<file path="src/rtl/seg_scroll_pkg.sv">
// Shared types, constants and the message-length clamp for the seven-segment scroll sequencer.
package seg_scroll_pkg;

  typedef enum logic [0:0] {
    IDLE = 1'b0,
    RUN  = 1'b1
  } state_t;

  localparam int unsigned DISP_DIGITS = 32'd4;
  localparam int unsigned NIB_W       = 32'd4;

  // Messages shorter than the window are padded out to a full window; longer ones are cut to the buffer size.
  function automatic int unsigned clamp_len(input int unsigned req, input int unsigned max_len);
    int unsigned res;
    if (req < DISP_DIGITS) begin
      res = DISP_DIGITS;
    end else if (req > max_len) begin
      res = max_len;
    end else begin
      res = req;
    end
    return res;
  endfunction

endpackage

</file>
<file path="src/rtl/seg_scroll_window.sv">
// Combinational 4-digit window over the message buffer, indices taken modulo len.
module seg_scroll_window
  import seg_scroll_pkg::*;
#(
  parameter int MSG_NIBBLES = 16,
  parameter int POS_W       = $clog2(MSG_NIBBLES),
  parameter int LEN_W       = POS_W + 1
) (
  input  logic [NIB_W*MSG_NIBBLES-1:0] nibbles,
  input  logic [POS_W-1:0]             pos,
  input  logic [LEN_W-1:0]             len,
  output logic [NIB_W*DISP_DIGITS-1:0] word
);

  // pos < len and len >= 4, so pos+g < 2*len and one conditional subtract replaces a modulo.
  for (genvar g = 0; g < DISP_DIGITS; g++) begin : g_digit
    logic [LEN_W-1:0] raw_s;
    logic [LEN_W-1:0] idx_s;
    assign raw_s = LEN_W'(pos) + LEN_W'(g);
    assign idx_s = (raw_s >= len) ? (raw_s - len) : raw_s;
    assign word[NIB_W*(DISP_DIGITS-1-g) +: NIB_W] = nibbles[NIB_W*idx_s +: NIB_W];
  end

endmodule

</file>
<file path="src/rtl/seven_seg_scroll_ctrl.sv">
// Scroll sequencer feeding a 4-digit hex display driver from a loaded message buffer.
// Define SEG_SCROLL_LOOP_EN to repeat passes until abort instead of stopping after one.
module seven_seg_scroll_ctrl
  import seg_scroll_pkg::*;
#(
  parameter int MSG_NIBBLES = 16,
  parameter int TICK_DIV    = 25_000_000
) (
  input  logic                              clk,
  input  logic                              rst,
  input  logic                              msg_valid,
  output logic                              msg_ready,
  input  logic [4*MSG_NIBBLES-1:0]          msg_data,
  input  logic [$clog2(MSG_NIBBLES):0]      msg_len,
  input  logic                              pause,
  input  logic                              abort,
  output logic [15:0]                       disp_word,
  output logic                              busy,
  output logic                              done
);

  localparam int POS_W  = $clog2(MSG_NIBBLES);
  localparam int LEN_W  = POS_W + 1;
  localparam int TICK_W = $clog2(TICK_DIV);

  state_t                      state_r;
  logic [POS_W-1:0]            pos_r;
  logic [TICK_W-1:0]           tick_r;
  logic [NIB_W*MSG_NIBBLES-1:0] msg_buf_r;
  logic [LEN_W-1:0]            len_r;
  logic [15:0]                 disp_word_r;
  logic                        done_r;

  logic [15:0]                 window_s;
  logic [LEN_W-1:0]            len_load_s;
  logic                        tick_wrap_s;
  logic                        last_pos_s;

  assign len_load_s  = LEN_W'(clamp_len(32'(msg_len), unsigned'(MSG_NIBBLES)));
  assign tick_wrap_s = (tick_r == TICK_W'(TICK_DIV - 1));
  assign last_pos_s  = (LEN_W'(pos_r) == (len_r - LEN_W'(1)));

  seg_scroll_window #(
    .MSG_NIBBLES (MSG_NIBBLES),
    .POS_W       (POS_W),
    .LEN_W       (LEN_W)
  ) u_window (
    .nibbles (msg_buf_r),
    .pos     (pos_r),
    .len     (len_r),
    .word    (window_s)
  );

  // Display follows the window of the registered pos, so it trails every load or step by one edge.
  always_ff @(posedge clk or posedge rst) begin
    if (rst) begin
      state_r     <= IDLE;
      pos_r       <= '0;
      tick_r      <= '0;
      msg_buf_r   <= '0;
      len_r       <= LEN_W'(DISP_DIGITS);
      disp_word_r <= 16'h0000;
      done_r      <= 1'b0;
    end else begin
      disp_word_r <= window_s;
      done_r      <= 1'b0;
      case (state_r)
        IDLE: begin
          if (msg_valid) begin
            msg_buf_r <= msg_data;
            len_r     <= len_load_s;
            pos_r     <= '0;
            tick_r    <= '0;
            state_r   <= RUN;
          end
        end
        RUN: begin
          if (abort) begin
            state_r <= IDLE;
          end else if (!pause) begin
            if (tick_wrap_s) begin
              tick_r <= '0;
              if (last_pos_s) begin
                pos_r  <= '0;
                done_r <= 1'b1;
`ifndef SEG_SCROLL_LOOP_EN
                state_r <= IDLE;
`endif
              end else begin
                pos_r <= pos_r + POS_W'(1);
              end
            end else begin
              tick_r <= tick_r + TICK_W'(1);
            end
          end
        end
        default: state_r <= IDLE;
      endcase
    end
  end

  assign msg_ready = (state_r == IDLE);
  assign busy      = (state_r == RUN);
  assign disp_word = disp_word_r;
  assign done      = done_r;

endmodule

</file>
<file path="config.mk">
export PLATFORM = sky130hd
export DESIGN_NAME = seven_seg_scroll_ctrl
export DESIGN_NICKNAME = d
export VERILOG_FILES = /design/src/rtl/seg_scroll_pkg.sv /design/src/rtl/seg_scroll_window.sv /design/src/rtl/seven_seg_scroll_ctrl.sv
export SDC_FILE = /design/constraint.sdc
export NUM_CORES = 1
export LEC_CHECK = 0
export ABC_AREA = 1
export CAP_MARGIN = 10
export CORE_MARGIN = 5
export CORE_UTILIZATION = 40
export DETAILED_ROUTE_END_ITERATION = 12
export PLACE_DENSITY = 0.7
export SYNTH_ARGS = -nofsm -noshare
export SYNTH_HDL_FRONTEND = slang
export SYNTH_HIERARCHICAL = 1
export SYNTH_SLANG_ARGS = --single-unit
</file>
<file path="constraint.sdc">
create_clock -name clk -period 6.1 [get_ports clk]
set_input_delay 0.915 -clock clk [delete_from_list [all_inputs] [get_ports clk]]
set_output_delay 0.915 -clock clk [all_outputs]
set_load 0.02 [all_outputs]
</file>
==> key figures <==
Status
  – Status: finished, final reports clean

Power
  – Internal power: 2930 uW
  – Max VDD drop: 0.000273 V
  – NetSw: 3500 uW
  – Switching Fraction: 54.4%
  – Lkg Pwr: 0.00531 uW
  – Clock share of power: 15.6%
  – PD cells: 603 nW/um2
  – Logic pwr share: 66.2%
  – Seq pwr share: 18.2%

Drt
  – TritonRoute pass-1 iters: 8
  – DRT antenna net count: 0
  – Vias per inst: 5.42
  – DR vias: 9,494
  – Post-Route WL: 29.4 mm
  – WL/cell: 16.8 um
  – Residual DRC: 0
  – Initial DRC Count: 1,177

Synthesis
  – Most used DFF post-synth: dfrtp_1
  – Cell Area, Synth: 9150 um2
  – Largest area contributor in the netlist: dfrtp_1
  – Yosys top cell area share: 31.4%
  – Post-synthesis sequential area ratio: 31.7%
  – Post-synthesis cell type count: 49
  – Largest cells by area after synthesis: dfrtp_1, nand2_1, nand3_1
  – Cells after Synth: 1,392
  – Post-synth net total: 1,494
  – Mean Syn Cell Area: 6.58 um2
  – Post-synth EDFFs: 0
  – #FFs+latches synth: 116
  – Synth warn: 6
  – Fraction of registers with async set/reset: 100%

GRT
  – Number of global-route vias before repair: 8,665
  – First-pass GRT wire length: 46.6 mm
  – Global route overflow: 0
  – Aggregate global-route resource usage: 22.2%
  – Initial antenna violation count: 0
  – Pin count of the biggest net entering global routing: 69

Die
  – Core region area: 22,600 um2
  – Site Rows: 55
  – Initial Utilization: 40.6%
  – Full die area: 26,000 um2
  – Chip Width: 161 um
  – I/O pin cnt: 93
  – Die Y: 161 um

Setup path
  – Worst-path cell chain: ha_1, nor2_1, or2_2, nand2_1, o21ai_0, inv_1, ha_1, nand2_1, inv_1, a21oi_2, nand3_2, nand2_1, nand2_1, o21ai_0, a21oi_1, nor2_1, nor2_1, nor2_1
  – Crit. End Element: flop
  – Slowest-stage cell, CP: nand2_1
  – Launching point of the worst reg2reg path: pos_r[1]
  – FF-to-FF path depth: 18
  – R2R Setup Slk: 1840 ps
  – Slowest stage delay, CP: 680 ps
  – WS Path Type: reg2reg
  – Req. time, crit path: 6450 ps
  – Worst path arrival time: 4600 ps
  – Crit-path max FO: 38
  – Startpoint Class: flop
  – R2r endpoint: disp_word[8]

Hold path
  – Hold EP: msg_buf_r[48]
  – Hold Crit Depth: 2
  – Hold path startpoint: msg_buf_r[48]
  – Hold Path Class: reg2reg

Finish
  – Diodes inserted: 0
  – Nets@finish: 1,555
  – Final core utilization: 47.3%
  – Fraction of layout cells with a size suffix above 1: 7.98%
  – Fin area: 10,700 um2
  – Area grow syn2layout: 16.6%

Clock tree
  – CTS Hold Bufs: 0
  – Post-cts resize count: 0
  – H-tree depth: 4
  – CTS root buf: clkbuf_16
  – Clk_lat worst skew: 420 ps
  – Setup Buffers After CTS: 0
  – # clock sinks: 116
  – Clock Path Buffers: 2
  – CTS tree: done
  – CTS Buf Count: 17
  – Clock transition at the registers of the reported paths: 60 ps

Placed design
  – # port buffers: 92
  – DP Area: 10,100 um2
  – Detail Placement HPWL: 21.0 mm
  – Placer Congestion: 0.953

STA
  – Final number of hold-violating endpoints: 0
  – Setup Skew: 8.29 ps
  – Slew @ Worst Pin: 1260 ps
  – Setup Viol. Count Final: 0
  – Relative slew margins: 15.5%
  – Peak Freq: 0.235 GHz
  – RSZ-0062 raised after global routing: false
  – Fin crit share: 69.8%
  – Post-route setup TNS: 0 ps
  – Min Tclk post-route: 4260 ps
  – Slew Viols, Final: 0

Job
  – Number of max-cap violations: 0
-- power groups by stage --
stage / clock (uW) / sequential, uW / combinational (uW)
after floorplan: 0 / 1140 / 3210
after global placement: 0 / 1180 / 4040
after detailed placement: 0 / 1180 / 4080
after CTS: 1020 / 1170 / 4110
after global routing: 1050 / 1190 / 4610
final: 1000 / 1170 / 4260
-- through the flow --
| step | setup slack, ps | power, uW | hold slack, ps | cells |
|---|---|---|---|---|
| floorplan | 2110 | 4350 | 442 | 1392 |
| finish | 1840 | 6440 | 481 | 1751 |
| global route | 1460 | 6850 | 527 | 1751 |
| CTS | 1920 | 6290 | 479 | 1750 |
| detailed placement | 1950 | 5260 | 465 | 1718 |
| global placement | 2080 | 5220 | 462 | 1718 |
-- registers in the layout (all words and copies together) (netlist names) --
| signal | count |
|---|---|
| len_r | 5 |
| done | 1 |
| msg_buf_r | 64 |
| pos_r | 4 |
| disp_word | 16 |
| tick_r | 25 |
| busy | 1 |
-- critical path: cells and delay by family, from the launching register on --
kind | cells | cell delay [ps]
and+or+nand+nor | 10 | 2000
AOI/OAI and AO/OA | 4 | 860
DFF | 1 | 660
adders and majority gates | 2 | 510
buffers and inverters | 2 | 150
-- area by class of cell --
| type | count | area [um2] |
|---|---|---|
| Timing Repair Buffer | 96 | 948 |
| Clock inverter | 12 | 130 |
| Clock buffer | 20 | 457 |
| Multi-Input combinational cell | 1076 | 5330 |
| Tap cell | 285 | 357 |
| Fill cell | 2280 | 11900 |
| Inverter | 146 | 551 |
| Sequential cell | 116 | 2900 |
-- placed cells by master, fill, tap and decap left out, drive strengths merged, types with 3 or more instances in the layout --
master and instances:
nand2 566, nand3 206, inv 147, dfrtp 115, nor2 101, clkdlybuf4s50 92, o21ai 60, a21oi 30
ha 24, clkbuf 21, nand4 19, o211ai 15, xor2 10, xnor2 9, nor3 6, nand3b 6
clkinvlp 5, or2 5, fa 4, o21bai 4, clkinv 4, o22ai 3, a31oi 3, buf 3
-- kinds of logic (layout without fill, tap and decap cells) --
| family | count (synthesis) | after routing | share of synthesized area [%] |
|---|---|---|---|
| and+or+nand+nor | 910 | 910 | 43.4 |
| xor gates and xnor gates | 19 | 19 | 1.82 |
| AOI/OAI and AO/OA | 119 | 119 | 8.79 |
| DFF | 116 | 116 | 31.7 |
| buffers and inverters | 200 | 274 | 10.2 |
| adders and majority gates | 28 | 28 | 4.16 |
-- how the worst max path moves through the flow --
| stage | start | to | slack, ps | cells after the start |
|---|---|---|---|---|
| after detailed placement | pos_r[1] | disp_word[8] | 1950 | 18 |
| after global routing | pos_r[1] | disp_word[9] | 1460 | 18 |
| after floorplan | rst | busy | 2110 | 1 |
| after CTS | pos_r[1] | disp_word[8] | 1920 | 18 |
| after global placement | pos_r[1] | disp_word[9] | 2080 | 18 |
| final | pos_r[1] | disp_word[8] | 1840 | 18 |
-- routing by layer --
| metal | GRT usage, % | routed length [um] |
|---|---|---|
| met1 | 32.4 | 13200 |
| met2 | 32.8 | 12400 |
| met3 | 4.80 | 2940 |
| met5 | 0 | 0 |
| met4 | 7.37 | 730 |
-- cells in the mapped netlist (3+ instances only) --
cell,count
nand2_1,544
nand3_1,199
inv_1,134
dfrtp_1,115
nor2_1,88
o21ai_0,39
a21oi_1,27
ha_1,24
nand4_1,18
buf_2,17
nand2_2,17
buf_4,13
buf_6,13
inv_2,12
o211ai_1,12
xor2_1,10
nor2_2,9
xnor2_1,9
clkbuf_1,7
o21ai_1,7
o21ai_2,7
o21ai_4,7
nand3_2,6
nor3_1,6
nand2_4,5
nand3b_1,5
fa_1,4
a31oi_1,3
buf_1,3
nor2_4,3
o211ai_2,3
o21bai_1,3
o22ai_1,3
or2_2,3
Note: power is estimated with default switching activity, not from simulation.
